--- src/rtl/s3_writeback.sv ---
// Writeback stage of the 3-stage RV32I core: S2->S3 register, load extraction,
// register-file write port, S3->S2 forwarding flags, tohost CSR and counters.
module s3_writeback #(
  parameter logic [31:0] NOP_INSN        = 32'h0000_0013,
  parameter logic [11:0] CSR_TOHOST_ADDR = 12'h51E
) (
  input  logic        clk,
  input  logic        rst,
  input  logic        stall,
  input  logic        s2_valid,
  input  logic [31:0] instruction_s2,
  input  logic [31:0] alu_result_s2,
  input  logic [31:0] pc_s2,
  input  logic [31:0] dmem_rdata,
  input  logic [31:0] bios_rdata,
  input  logic [31:0] io_rdata,
  output logic [31:0] instruction_s3,
  output logic        rf_we,
  output logic [4:0]  rf_waddr,
  output logic [31:0] rf_wdata,
  output logic        fwd_rs1,
  output logic        fwd_rs2,
  output logic [31:0] csr_tohost,
  output logic [31:0] cycle_count,
  output logic [31:0] instret_count
);
  localparam logic [6:0] OPC_LUI    = 7'b0110111;
  localparam logic [6:0] OPC_AUIPC  = 7'b0010111;
  localparam logic [6:0] OPC_JAL    = 7'b1101111;
  localparam logic [6:0] OPC_JALR   = 7'b1100111;
  localparam logic [6:0] OPC_LOAD   = 7'b0000011;
  localparam logic [6:0] OPC_ARI_R  = 7'b0110011;
  localparam logic [6:0] OPC_ARI_I  = 7'b0010011;
  localparam logic [6:0] OPC_CSR    = 7'b1110011;

  typedef struct packed {
    logic [31:0] insn;
    logic [31:0] alu;
    logic [31:0] pc;
    logic        vld;
  } s3_reg_t;

  s3_reg_t     s3_q;
  logic [31:0] cycle_q, instret_q, tohost_q;

  always_ff @(posedge clk) begin
    if (rst)
      s3_q <= '{insn: NOP_INSN, alu: 32'h0, pc: 32'h0, vld: 1'b0};
    else if (!stall) begin
      if (!s2_valid)
        s3_q <= '{insn: NOP_INSN, alu: 32'h0, pc: 32'h0, vld: 1'b0};
      else
        s3_q <= '{insn: instruction_s2, alu: alu_result_s2, pc: pc_s2, vld: 1'b1};
    end
  end

  logic [6:0]  opc;
  logic [2:0]  f3;
  logic [4:0]  rd;
  logic        retire;
  assign opc    = s3_q.insn[6:0];
  assign f3     = s3_q.insn[14:12];
  assign rd     = s3_q.insn[11:7];
  assign retire = s3_q.vld && !stall;

  logic [31:0] rdata, shifted, ld_data;
  logic [15:0] ld_half;
  logic [7:0]  ld_byte;

  always_comb begin
    rdata = 32'h0;
    casez (s3_q.alu[31:28])
      4'b00?1: rdata = dmem_rdata;
      4'b0100: rdata = bios_rdata;
      4'b1000: rdata = io_rdata;
      default: rdata = 32'h0;
    endcase
  end

  assign shifted = rdata >> {s3_q.alu[1:0], 3'b000};
  assign ld_byte = shifted[7:0];
  assign ld_half = s3_q.alu[1] ? rdata[31:16] : rdata[15:0];

  always_comb begin
    ld_data = rdata;
    case (f3)
      3'b000:  ld_data = {{24{ld_byte[7]}}, ld_byte};
      3'b001:  ld_data = {{16{ld_half[15]}}, ld_half};
      3'b100:  ld_data = {24'h0, ld_byte};
      3'b101:  ld_data = {16'h0, ld_half};
      default: ld_data = rdata;
    endcase
  end

  logic writes_rd;
  always_comb begin
    writes_rd = 1'b0;
    rf_wdata  = s3_q.alu;
    case (opc)
      OPC_LOAD:                 begin writes_rd = 1'b1; rf_wdata = ld_data; end
      OPC_JAL, OPC_JALR:        begin writes_rd = 1'b1; rf_wdata = s3_q.pc + 32'd4; end
      OPC_LUI, OPC_AUIPC,
      OPC_ARI_R, OPC_ARI_I:     writes_rd = 1'b1;
      default:                  writes_rd = 1'b0;
    endcase
  end

  assign rf_we          = s3_q.vld && writes_rd && (rd != 5'd0);
  assign rf_waddr       = rd;
  assign fwd_rs1        = rf_we && (rd == instruction_s2[19:15]);
  assign fwd_rs2        = rf_we && (rd == instruction_s2[24:20]);
  assign instruction_s3 = s3_q.insn;

  // csrw and csrwi only; other CSR forms and addresses leave tohost alone.
  logic tohost_wr;
  assign tohost_wr = retire && (opc == OPC_CSR) && (f3 == 3'b001 || f3 == 3'b101)
                     && (s3_q.insn[31:20] == CSR_TOHOST_ADDR);

  always_ff @(posedge clk) begin
    if (rst) begin
      cycle_q   <= 32'h0;
      instret_q <= 32'h0;
      tohost_q  <= 32'h0;
    end else begin
      cycle_q <= cycle_q + 32'd1;
      if (retire)    instret_q <= instret_q + 32'd1;
      if (tohost_wr) tohost_q  <= s3_q.alu;
    end
  end

  assign cycle_count   = cycle_q;
  assign instret_count = instret_q;
  assign csr_tohost    = tohost_q;
endmodule

--- config.mk ---
export PLATFORM = sky130hd
export DESIGN_NAME = s3_writeback
export DESIGN_NICKNAME = d
export VERILOG_FILES = /design/src/rtl/s3_writeback.sv
export SDC_FILE = /design/constraint.sdc
export NUM_CORES = 1
export LEC_CHECK = 0
export BUFFER_PORTS_ARGS = -buffer_cell sky130_fd_sc_hd__buf_4
export CORE_AREA = 2 2 143 145
export CTS_BUF_LIST = sky130_fd_sc_hd__clkbuf_16
export CTS_CLUSTER_DIAMETER = 40
export DETAILED_ROUTE_END_ITERATION = 10
export DIE_AREA = 0 0 145 147
export GPL_TIMING_DRIVEN = 0
export HOLD_SLACK_MARGIN = 0.12
export PLACE_DENSITY = 0.81
export SYNTH_ARGS = -nofsm -noshare
export SYNTH_HDL_FRONTEND = slang
export SYNTH_SLANG_ARGS = --single-unit
--- constraint.sdc ---
create_clock -name clk -period 6.1 [get_ports clk]
set_clock_uncertainty 0.05 [all_clocks]
set_input_delay 0.305 -clock clk [delete_from_list [all_inputs] [get_ports clk]]
set_output_delay 0.305 -clock clk [all_outputs]
set_load 0.005 [all_outputs]
## Yosys cells after proc, flatten, opt, wreduce, memory -nomap -nowiden

Cells that the tools add are included.

| operators by class | value |
|---|---|
| equal/unequal tests | 17 |
| mux-type cells | 6 |
| reductions and logical operators | 14 |
| $add $sub $neg | 3 |
| shift-type cells | 1 |

Operators by type and width:

| cell | count |
|---|---|
| 32-bit one-hot mux with 4 select lines | 1 |
| 97-bit 2-to-1 mux | 1 |
| 32-bit one-hot mux with 3 select lines | 1 |
| 32-bit by 1-bit adder with 32-bit output (second input constant) | 2 |
| 32-bit one-hot mux with 2 select lines | 1 |
| 32-bit by 3-bit adder with 32-bit output (second input constant) | 1 |
| 32-bit by 5-bit right shift with 8-bit output | 1 |
| 7-bit equality test (second input constant) | 3 |
| 16-bit 2-to-1 mux | 1 |
| 7-bit by 5-bit equality test with 1-bit output (second input constant) | 2 |
| 7-bit by 6-bit equality test with 1-bit output (second input constant) | 2 |
| 12-bit by 11-bit equality test with 1-bit output (second input constant) | 1 |
| 5-bit equality test | 2 |
| 1-bit logical AND | 8 |
| 7-bit by 2-bit equality test with 1-bit output (second input constant) | 1 |
| 7-bit OR reduction | 1 |
| 3-bit by 1-bit equality test with 1-bit output (second input constant) | 2 |
| 3-bit equality test (second input constant) | 2 |
| 5-bit nonzero test | 1 |
| 4-bit by 3-bit equality test with 1-bit output (second input constant) | 1 |
| 4-bit equality test (second input constant) | 1 |
| 3-bit zero test | 1 |
| 2-bit OR reduction | 1 |
| 1-bit zero test | 1 |
| other kinds (2) | 2 |

| storage, ports and cells | value |
|---|---|
| flip-flop bits (word level) | 193 |
| bits of input ports | 196 |
| logic and storage cells | 48 |
| output and inout port bits | 168 |

## Depth between registers and ports, before layout

Gate-level depths: netlist of run 1.

| logic depth | value |
|---|---|
| word-level depth | 6 |
| gate-level depth with buffers | 9 |
| gate-level depth less buffers | 7 |

## Least setup slack after synthesis of run 1

OpenSTA, ideal clock, no wires.

| timing path | value |
|---|---|
| path type | register to output |
| from | register s3_q[61] (netlist name) |
| to | output rf_wdata[25] |
| setup slack | 3.924 ns |
| cell stages (with the launch flop) | 9 |
| buffers on the path | 2 |
| data arrival time | 1.821 ns |
| required time | 5.745 ns |
| cells stage by stage | dfxtp_1 buf_4 or2_1 a21oi_1 o22ai_1 o221a_2 o21a_2 buf_6 o221ai_1 |

| between the ends | value |
|---|---|
| longest elaborated chain between the ends | 5 |
| elaborated cells on any way between the ends | 8 |
| classes of those cells | 3 x eq/ne; 1 x shift; 4 x mux |

RTL lines:

| element | line | text |
|---|---|---|
| start, declared | 43 | `s3_reg_t s3_q;` |
| start signal, assigned | 48 | `s3_q <= '{insn: NOP_INSN, alu: 32'h0, pc: 32'h0, vld: 1'b0};` |
| start signal, assigned | 51 | `s3_q <= '{insn: NOP_INSN, alu: 32'h0, pc: 32'h0, vld: 1'b0};` |
| start signal, assigned | 53 | `s3_q <= '{insn: instruction_s2, alu: alu_result_s2, pc: pc_s2, vld: 1'b1};` |
| 4-bit equality test, or another cell as far along | 72 | `casez (s3_q.alu[31:28])` |
| 32-bit one-hot mux with 3 select lines * | 72 |  |
| 32-bit by 5-bit right shift with 8-bit output or 16-bit 2-to-1 mux (tied branches) | 80, 82 |  |
| 32-bit one-hot mux with 4 select lines * | 86 | `case (f3)` |
| 32-bit one-hot mux with 2 select lines * | 99 | `case (opc)` |
| end, declared | 20 | `output logic [31:0] rf_wdata,` |

Mark *: on every way between the ends. The rest lies on a longest branch, timed or not.

## Final worst setup path of run 1

| timing path | value |
|---|---|
| from | register s3_q[33] (netlist name) |
| to | output rf_wdata[4] |

| between the ends | value |
|---|---|
| longest elaborated chain between the ends | 3 |

RTL lines:

| element | line | text |
|---|---|---|
| 32-bit by 5-bit right shift with 8-bit output | 80 | `assign shifted = rdata >> {s3_q.alu[1:0], 3'b000};` |
| 32-bit one-hot mux with 4 select lines | 86 |  |
| 32-bit one-hot mux with 2 select lines | 99 |  |

Every way passes these cells.

==> summary.txt, run 1 <==
Outcome
  • Run status: complete, no violations

Yosys
  • Synth top area share: 38.88%
  • Top cells by area, synth: dfxtp_1 39%, a22oi_1 9.4%, nor2_1 6.7%
  • Main synth FF type: dfxtp_1
  • Synthesized cell area: slightly below 10,000 µm²
  • Sequential-to-total area share from yosys stat: 38.88%
  • Cells after Synth: 1,210
  • YS warnings: 0
  • Yosys top cell by area: dfxtp_1
  • Post-synthesis cell type count: between 60 and 70
  • Post-synthesis register bit count: 193
  • Number of synthesized flops with an enable pin: 0
  • Synth Area per Inst: 8.212 µm²
  • Mapped Nets: 1,409
  • Async S/R FF share, synth: 0%

Place
  • Buffers on Ports: 361
  • GP Congestion: a little over 1
  • DP HPWL: 30.01 mm
  • DP Cell Count: ~1,800

Timing
  • Shortest period the worst path allows: 3.414 ns
  • Worst slew pin tran: 0.8470 ns
  • Final count of pins violating max slew: 0
  • Setup TNS: 0 ns
  • Worst hold slack: 0.2278 ns
  • Tcrit/Tclk final: 55.97%
  • Slew HR: about 44%
  • Final Hold Vio Count: 0
  • RSZ-0062 raised after global routing: no
  • Setup-failing EPs final: 0
  • Max Fclk: 292.9 MHz

Route
  • Vias per cell: 5.818
  • Starting DRC count in detailed routing: 961
  • Routed Antenna Nets: 0
  • Total wire length: 40.43 mm
  • Wirelength per Cell: around 20 µm
  • DR vias: 11,480
  • TritonRoute pass-1 iters: 5
  • Remaining DRCs: 0

Power
  • Max IR drop VDD: 0.0002079 V
  • Combinational share of power: 14.6%
  • Switch Pwr: 774.0 µW
  • Leak Pwr: 0.006026 µW
  • Sw Ratio: 25.89%
  • Power consumption: 2989 µW
  • Flop pwr share: 44.2%
  • Pint: 2215 µW
  • Power Density: between 200 and 250 nW/µm²
  • Clock power frac: 41.3%

Critical path
  • Critical path arrival: 3.06 ns
  • CP bufs+invs: 2
  • CP Launch Type: flip-flop
  • Crit path max-delay family: simple AND/OR/NAND/NOR gates
  • Critical Path Slowest Stage Cell: nor2_1
  • Setup CP Type: reg -> out
  • Crit path top cell by count: nor2_1
  • Endpoint class of the critical path: primary output
  • Worst-path cell chain: clkbuf_1, nor2b_1, nor2_1, nor2_1, a21oi_1, a221oi_1, a221o_1, buf_4
  • WP data required: 5.74 ns
  • Critical path's largest stage delay: 0.56 ns
  • Crit Path Max Fanout: 10

Final layout
  • Commonest non-fill, non-tap cell in the layout: buf_4
  • Area growth syn-to-layout: 46.95%
  • Fillcell total: 1,512
  • Cell Count, Final, Fillers Out: 1,973
  • Share of layout cells above drive strength 1: 28.08%
  • Commonest cells after routing, fill and taps aside: 404 x buf_4, 193 x dfxtp_1, 177 x nor2_1
  • Final nets: 1,885

Floorplanning
  • Die Height: 147 µm
  • IO Pins: between 300 and 400
  • Initial Utilization: 50.08%
  • Die area: 21,320 µm²
  • Cell Rows: 52
  • Die W: 145 µm
  • Core area: 19,840 µm²

Clocking
  • Clock root buffer: clkbuf_16
  • CTS max path bufs: 2
  • Clock Pin Slew Worst Setup and Hold Paths: 0.07 ns
  • # clock sinks: 193
  • CTS tree: done
  • Setup bufs post-CTS: 0
  • Worst skew pair latency: 0.44 ns
  • CTS Hold Bufs: 96
  • Post-CTS sizing: 0
  • Max H-tree Level: 4
  • Cts bufs inserted: 17

GRT
  • Total track usage: a little over a third
  • Global-route wire length before repair: between 60 and 70 mm
  • Pin count of the biggest net entering global routing: 19
  • Remaining Overflow, GRT: 0
  • Initial antenna violation count: 3
  • Vias in the first global route: 10,900

Flow run
  • Maxcap violations: 0

Worst hold path
  • Hold Path Class: in -> reg
## power groups by stage
stage               clock network, µW  logic [µW]  registers, µW
detailed placement                  0         368           1350
finish                           1230         435           1320
global route                     1280         460           1320
CTS                              1240         423           1320
global placement                    0         364           1350
floorplan                           0         170           1330
## path summary, 6_finish.rpt
check                           depth (start not counted)               start              to  slack [ns]
worst max-delay path                                    8            s3_q[33]     rf_wdata[4]        2.69
worst min-delay path                                    3            s2_valid         s3_q[0]        0.23
worst max register to register                          6  instruction_s3[26]  csr_tohost[24]        3.65
worst min register to register                          2      csr_tohost[13]  csr_tohost[13]        0.40
## routing by layer
metal  vias up  share of wire, %  GRT usage, %
li1       5233                 -             -
met1      5390                37         41.46
met2       713                47         61.64
met3       142               9.8         9.286
met4         0               6.3         21.78
met5         -                 0             0
## worst reg2reg max path, cell delays in order, from the launching register on
cell and delay [ns]:
dfxtp_1 0.34, or4b_1 0.54, nor4_1 0.38, nand4_1 0.40
clkbuf_1 0.37, nand2_1 0.15, a21oi_1 0.08
## layout make-up
cell class / count / area [µm²] / area share (%)
Clock inverter: 15 / 221.5 / 1.517
Tap cell: 270 / 337.8 / 2.313
Inverter: 15 / 56.30 / 0.3856
Sequential cell: 193 / 3864 / 26.46
Timing Repair Buffer: 457 / 3671 / 25.14
Antenna cell: 4 / 10.01 / 0.06855
Multi-Input combinational cell: 884 / 5363 / 36.72
Clock buffer: 17 / 425.4 / 2.913
Buffer: 118 / 654.4 / 4.481
## flip-flops by register name, summed over array words and instances (netlist names)
register        count
cycle_count        32
csr_tohost         32
instret_count      32
instruction_s3     32
s3_q               65
## metrics by stage
stage                     utilization [%]  worst slack (ns)  cell area, µm²
after floorplan                         -             3.924            9937
after global placement              65.44             3.244           12990
after detailed placement            65.44             3.196           12990
after CTS                           73.54             2.722           14590
after global routing                73.59             2.579           14600
final                               73.59             2.686           14600
## cell usage after synthesis, drive strengths merged (10+ instances only)
master,count
nor2,177
or3,15
nand3,34
and2,19
a21oi,69
inv,15
xor2,47
nand4,22
o21ai,37
o221ai,12
xnor2,37
nand2,137
a22o,13
and4,16
clkbuf,59
dfxtp,193
nor2b,10
buf,59
a22oi,126
## logic make-up after synthesis
family	Yosys count	share of synthesized area, %
adder cells (fa/ha/maj)	3	0.3778
buffers and inverters	133	7.152
AO/OA/AOI/OAI	308	21.77
flip-flops	193	38.88
multiplexers	3	0.3022
AND/OR/NAND/NOR	486	24.11
XOR/XNOR	84	7.404
(Power assumes the default switching activity.)
==> inputs of run 2 (changes only) <==
--- a/config.mk
+++ b/config.mk
@@ -6,14 +6,13 @@
 export NUM_CORES = 1
 export LEC_CHECK = 0
 export BUFFER_PORTS_ARGS = -buffer_cell sky130_fd_sc_hd__buf_4
-export CORE_AREA = 2 2 143 145
+export CORE_UTILIZATION = 45
 export CTS_BUF_LIST = sky130_fd_sc_hd__clkbuf_16
 export CTS_CLUSTER_DIAMETER = 40
 export DETAILED_ROUTE_END_ITERATION = 10
-export DIE_AREA = 0 0 145 147
 export GPL_TIMING_DRIVEN = 0
 export HOLD_SLACK_MARGIN = 0.12
-export PLACE_DENSITY = 0.81
+export PLACE_DENSITY = 0.77
 export SYNTH_ARGS = -nofsm -noshare
 export SYNTH_HDL_FRONTEND = slang
 export SYNTH_SLANG_ARGS = --single-unit
==> constraint.sdc (replaced) <==
create_clock -name clk -period 2.9 [get_ports clk]
set_clock_uncertainty 0.05 [all_clocks]
set_input_delay 0.145 -clock clk [delete_from_list [all_inputs] [get_ports clk]]
set_output_delay 0.145 -clock clk [all_outputs]
set_load 0.005 [all_outputs]
==> summary.txt, run 2 (same netlist as run 1, synthesis figures left out) <==
GRT
  • Pin count of the biggest net entering global routing: 19
  • Remaining Overflow, GRT: 0
  • Met3 Track Usage GR: 6.818%
  • Busiest layer in global routing: met2
  • Global-route wire length before repair: 60.17 mm
  • Vias in the first global route: between 10,000 and 15,000
  • Total track usage: 34.97%
  • Met1 usage: about two fifths
  • Initial antenna violation count: 3
  • Met2 Use GR: 58.25%

Final layout
  • Share of layout cells above drive strength 1: a little under 30%
  • Cell Count, Final, Fillers Out: 1,995
  • Final instance area: approximately 15,000 µm²
  • Top reg by flops: s3_q
  • Commonest cells after routing, fill and taps aside: 414 x buf_4, 191 x dfxtp_1, 176 x nor2_1
  • Commonest non-fill, non-tap cell in the layout: buf_4
  • Fillcell total: approximately 1,800
  • Number of flip-flops in the largest register: 65
  • Final nets: 1,898
  • Area growth syn-to-layout: 48.26%

Floorplanning
  • Core area: ~22,000 µm²
  • Die Height: roughly 150 µm
  • IO Pins: 364
  • Cell Rows: 54
  • Initial Utilization: 45.68%
  • Die W: about 150 µm
  • Die area: 22,680 µm²

Route
  • Starting DRC count in detailed routing: 858
  • Total wire length: 40.53 mm
  • DR vias: approximately 11,000
  • TritonRoute pass-1 iters: 5
  • Wirelength per Cell: 20.32 µm
  • Routed Antenna Nets: 0
  • Vias per cell: 5.741
  • Remaining DRCs: 0

Clocking
  • Cts bufs inserted: 17
  • Clock root buffer: clkbuf_16
  • CTS tree: done
  • Clock Pin Slew Worst Setup and Hold Paths: 0.07 ns
  • CTS max path bufs: 2
  • Worst skew pair latency: 0.44 ns
  • Max H-tree Level: 4
  • # clock sinks: 193

Power
  • Leak Pwr: 0.006103 µW
  • Clock power frac: 38.8%
  • Sw Ratio: 27.17%
  • Pint: 4412 µW
  • Power consumption: 6058 µW
  • Combinational share of power: between 10% and 20%
  • Power Density: 411.2 nW/µm²
  • Max IR drop VDD: roughly 0.00034 V
  • Switch Pwr: 1646 µW
  • Flop pwr share: 45.8%

Worst hold path
  • Hold Path Class: in -> reg

Place
  • Buffers on Ports: 361
  • Worst slack, placed: between 0.2 and 0.3 ns
  • DP HPWL: 30.16 mm
  • GP Congestion: 0.9659
  • DP Cell Count: 1,851
  • Post-DP Area: 13,000 µm²

Critical path
  • Crit path capture: rf_wdata[29]
  • CP bufs+invs: 3
  • WP data required: 2.71 ns
  • Crit path max-delay family: simple AND/OR/NAND/NOR gates
  • Stages on the worst setup path: 9
  • Crit path top cell by count: buf_6
  • Critical R2R Capture: csr_tohost[10]
  • Reg2reg setup slack: 0.32 ns
  • Crit Path Max Fanout: 7
  • Endpoint class of the critical path: primary output
  • Critical Path Slowest Stage Cell: dfxtp_1
  • Critical path arrival: 2.60 ns
  • Critical path's largest stage delay: approximately 0.44 ns
  • R2R Path Start: instruction_s3[26]
  • Setup CP Type: reg -> out
  • Worst-path cell chain: and4_1, buf_6, nand4_4, or4_4, buf_6, nor2_1, xnor2_1, o221ai_2, buf_4
  • R2R depth: 6
  • CP Launch Type: flip-flop
  • CP Launch Point: s3_q[6]

Timing
  • Setup-failing EPs final: 0
  • Max Fclk: 357.6 MHz
  • Final count of pins violating max slew: 0
  • Worst slew pin tran: 0.8235 ns
  • Final Hold Vio Count: 0
  • Setup TNS: 0 ns
  • Slew HR: 45.10%
  • Tcrit/Tclk final: a little over nine tenths
  • RSZ-0062 raised after global routing: no
  • Shortest period the worst path allows: 2.797 ns
  • Fin worst setup slack: 0.1033 ns

Flow run
  • Maxcap violations: 0

Outcome
  • Run status: complete, no violations
-- run 2: changes by cell type in the layout (fill, tap and decap cells not counted), moves of 3 or more --
cell / before / now
buf_4: 404 / 414
clkbuf_1: 58 / 52
clkbuf_2: 1 / 7
dlygate4sd3_1: 96 / 100
bufinv_16: 4 / 1
inv_6: 4 / 7
-- run 2: through the flow --
stage | utilization (%) | hold slack, ns
after detailed placement | 59.74 | 0.3312
after global routing | 67.72 | 0.3570
after global placement | 59.74 | 0.3221
after floorplan | - | 0.2355
final | 67.72 | 0.3127
after CTS | 67.30 | 0.2868
-- run 2: worst min-delay path, delay by kind of cell --
family / cells / cell delay (ns)
buffers and inverters: 2 / 0.45
AO/OA/AOI/OAI: 1 / 0.11
AND/OR/NAND/NOR: 1 / 0.06
-- run 2: power groups by stage --
stage	registers [µW]	logic (µW)	clock network (µW)
after floorplan	2810	357	0
after global placement	2830	771	0
after detailed placement	2830	781	0
after CTS	2770	904	2350
after global routing	2780	991	2450
final	2770	933	2350
-- run 2: cell type report --
type | count | area (µm²) | share of cell area (%)
tap | 280 | 350.3 | 2.378
inverter | 15 | 56.30 | 0.3822
clock buffer | 17 | 425.4 | 2.887
timing repair buffer | 470 | 3779 | 25.65
antenna | 3 | 7.507 | 0.05096
clock inverter | 15 | 147.6 | 1.002
multi-input combinational | 884 | 5433 | 36.87
buffer | 118 | 668.1 | 4.535
sequential | 193 | 3866 | 26.24
-- run 2: worst min path at each step --
stage	start	end	slack, ns	cells after the start
floorplan	instruction_s2[0]	instruction_s3[0]	0.24	2
global placement	instruction_s2[0]	instruction_s3[0]	0.32	3
detailed placement	instruction_s2[1]	instruction_s3[1]	0.33	3
CTS	stall	instruction_s3[1]	0.29	4
global route	stall	instruction_s3[1]	0.36	4
finish	stall	instruction_s3[1]	0.31	4
-- run 2: layer usage --
layer | part of all wire (%) | routed length, µm
met1 | 38 | 15250
met2 | 47 | 19030
met3 | 8.6 | 3504
met4 | 6.8 | 2755
met5 | 0 | 0
-- run 2: timing repair --
action,in CTS,in global routing
endpoints found under the setup margin,22,31
hold endpoints to repair,106,0
hold buffers,100,0
setup buffers,5,4
gates resized for setup,8,24
pin swaps,1,2
==> inputs of run 3 (changes only) <==
--- a/config.mk
+++ b/config.mk
@@ -13,6 +13,7 @@
 export GPL_TIMING_DRIVEN = 0
 export HOLD_SLACK_MARGIN = 0.12
 export PLACE_DENSITY = 0.77
+export RECOVER_POWER = 25
 export SYNTH_ARGS = -nofsm -noshare
 export SYNTH_HDL_FRONTEND = slang
 export SYNTH_SLANG_ARGS = --single-unit
==> summary.txt, run 3 (same netlist as run 1, synthesis figures left out) <==
Route
  • Vias per cell: between 5 and 6
  • DR vias: 11,510
  • Remaining DRCs: 0
  • Total wire length: 40.42 mm
  • Routed Antenna Nets: 0
  • Wirelength per Cell: 20.26 µm
  • TritonRoute pass-1 iters: 6
  • Starting DRC count in detailed routing: between 800 and 900

Critical path
  • Critical path's largest stage delay: 0.45 ns
  • Setup CP Type: reg -> out
  • Worst-path cell chain: and4_1, buf_6, nand4_4, or4_4, buf_6, xor2_1, nor2_1, a221o_1, buf_4
  • CP Launch Type: flip-flop
  • WP data required: roughly 2.7 ns
  • Crit path top cell by count: buf_6
  • Critical Path Slowest Stage Cell: dfxtp_1
  • R2R depth: 6
  • Crit Path Max Fanout: 7
  • Critical path arrival: 2.60 ns
  • Endpoint class of the critical path: primary output

Worst hold path
  • Worst Hold Depth: 4
  • Hold Path Class: in -> reg

Floorplanning
  • Die area: 22,680 µm²
  • Core area: 21,760 µm²
  • IO Pins: 364
  • Initial Utilization: 45.68%
  • Die Height: 150.6 µm
  • Die W: 150.6 µm
  • Cell Rows: 54

Power
  • Max IR drop VDD: 0.0003475 V
  • Power consumption: 6048 µW
  • Leak Pwr: 0.005984 µW
  • Power Density: 412.5 nW/µm²

Timing
  • Fin worst setup slack: roughly 0.10 ns
  • RSZ-0062 raised after global routing: no
  • Setup TNS: 0 ns
  • Slew HR: 45.96%
  • Final Hold Vio Count: 0
  • Max Fclk: 357.3 MHz
  • Setup-failing EPs final: 0
  • Worst slew pin tran: 0.8033 ns
  • Shortest period the worst path allows: ~2.8 ns
  • Worst hold slack: 0.3055 ns
  • Tcrit/Tclk final: 96.52%
  • Final count of pins violating max slew: 0

Clocking
  • Clock Pin Slew Worst Setup and Hold Paths: 0.07 ns
  • Cts bufs inserted: 17
  • Max H-tree Level: 4
  • # clock sinks: 193
  • CTS max path bufs: 2
  • Clock root buffer: clkbuf_16
  • CTS tree: done
  • Worst skew pair latency: about 0.44 ns

Final layout
  • Top reg by flops: s3_q
  • Commonest cells after routing, fill and taps aside: 329 x buf_4, 191 x dfxtp_1, 176 x nor2_1
  • Number of flip-flops in the largest register: 65
  • Cell Count, Final, Fillers Out: between 1,500 and 2,000
  • Final nets: 1,898
  • Commonest non-fill, non-tap cell in the layout: buf_4
  • Area growth syn-to-layout: 47.55%
  • Fillcell total: 1,816
  • Share of layout cells above drive strength 1: 28.21%

GRT
  • Remaining Overflow, GRT: 0
  • Total track usage: 34.97%
  • Pin count of the biggest net entering global routing: 19
  • Initial antenna violation count: 3
  • Global-route wire length before repair: 60.17 mm
  • Vias in the first global route: 10,840

Place
  • GP Congestion: 0.9659
  • DP HPWL: 30.16 mm
  • Buffers on Ports: 361
  • Worst slack, placed: ~0.26 ns
  • DP Cell Count: 1,851

Outcome
  • Run status: complete, no violations

Flow run
  • Maxcap violations: 0
run 3: changes by cell type in the layout (fill, tap and decap cells not counted), sizes merged:
cell / delta
buf: -85
clkbuf: +85
run 3: worst paths after layout:
| path | start | to | slack, ns |
|---|---|---|---|
| max | s3_q[6] | rf_wdata[23] | 0.10 |
| min | stall | instruction_s3[1] | 0.31 |
| max reg2reg | instruction_s3[26] | csr_tohost[10] | 0.33 |
| min reg2reg | csr_tohost[12] | csr_tohost[12] | 0.40 |
run 3: stage by stage:
step	utilization (%)	area (µm²)
after floorplan	-	9937
after CTS	67.30	14640
after global routing	67.39	14660
final	67.39	14660
after detailed placement	59.74	13000
after global placement	59.74	13000
run 3: worst max-delay path, delay by kind of cell (launching register included):
family,cells,cell delay [ns]
and+or+nand+nor,4,0.86
xor gates and xnor gates,1,0.12
AOI/OAI and AO/OA,1,0.30
DFF,1,0.45
buffers and inverters,3,0.45
run 3: layout make-up:
| type | count | area [µm²] | area share (%) |
|---|---|---|---|
| inverter | 15 | 56.30 | 0.3840 |
| clock inverter | 15 | 147.6 | 1.007 |
| buffer | 118 | 668.1 | 4.557 |
| tap | 280 | 350.3 | 2.389 |
| clock buffer | 17 | 425.4 | 2.902 |
| multi-input combinational | 884 | 5433 | 37.05 |
| antenna | 3 | 7.507 | 0.05120 |
| sequential | 193 | 3866 | 26.37 |
| timing repair buffer | 470 | 3707 | 25.29 |
run 3: routing by layer:
layer  up-vias  global-route usage, %  wire (µm)
met3       158                  6.818       3527
met2       661                  58.25      19090
li1       5293                      -          -
met4         0                  23.05       2759
met5         -                      0          0
met1      5398                  40.86      15040
run 3: power breakdown:
part	total [µW]	leakage [µW]	internal (µW)	switching [µW]
sequential	2770	0.00157	2700	69.8
combinational	932	0.00413	494	438
clock	2340	0.000283	1210	1130
run 3: timing repair:
item	CTS	global route
endpoints found under the hold margin	106	0
endpoints found under the setup margin	22	31
pin swaps	1	2
buffers inserted	5	4
gates resized for setup	8	24
hold buffers	100	0
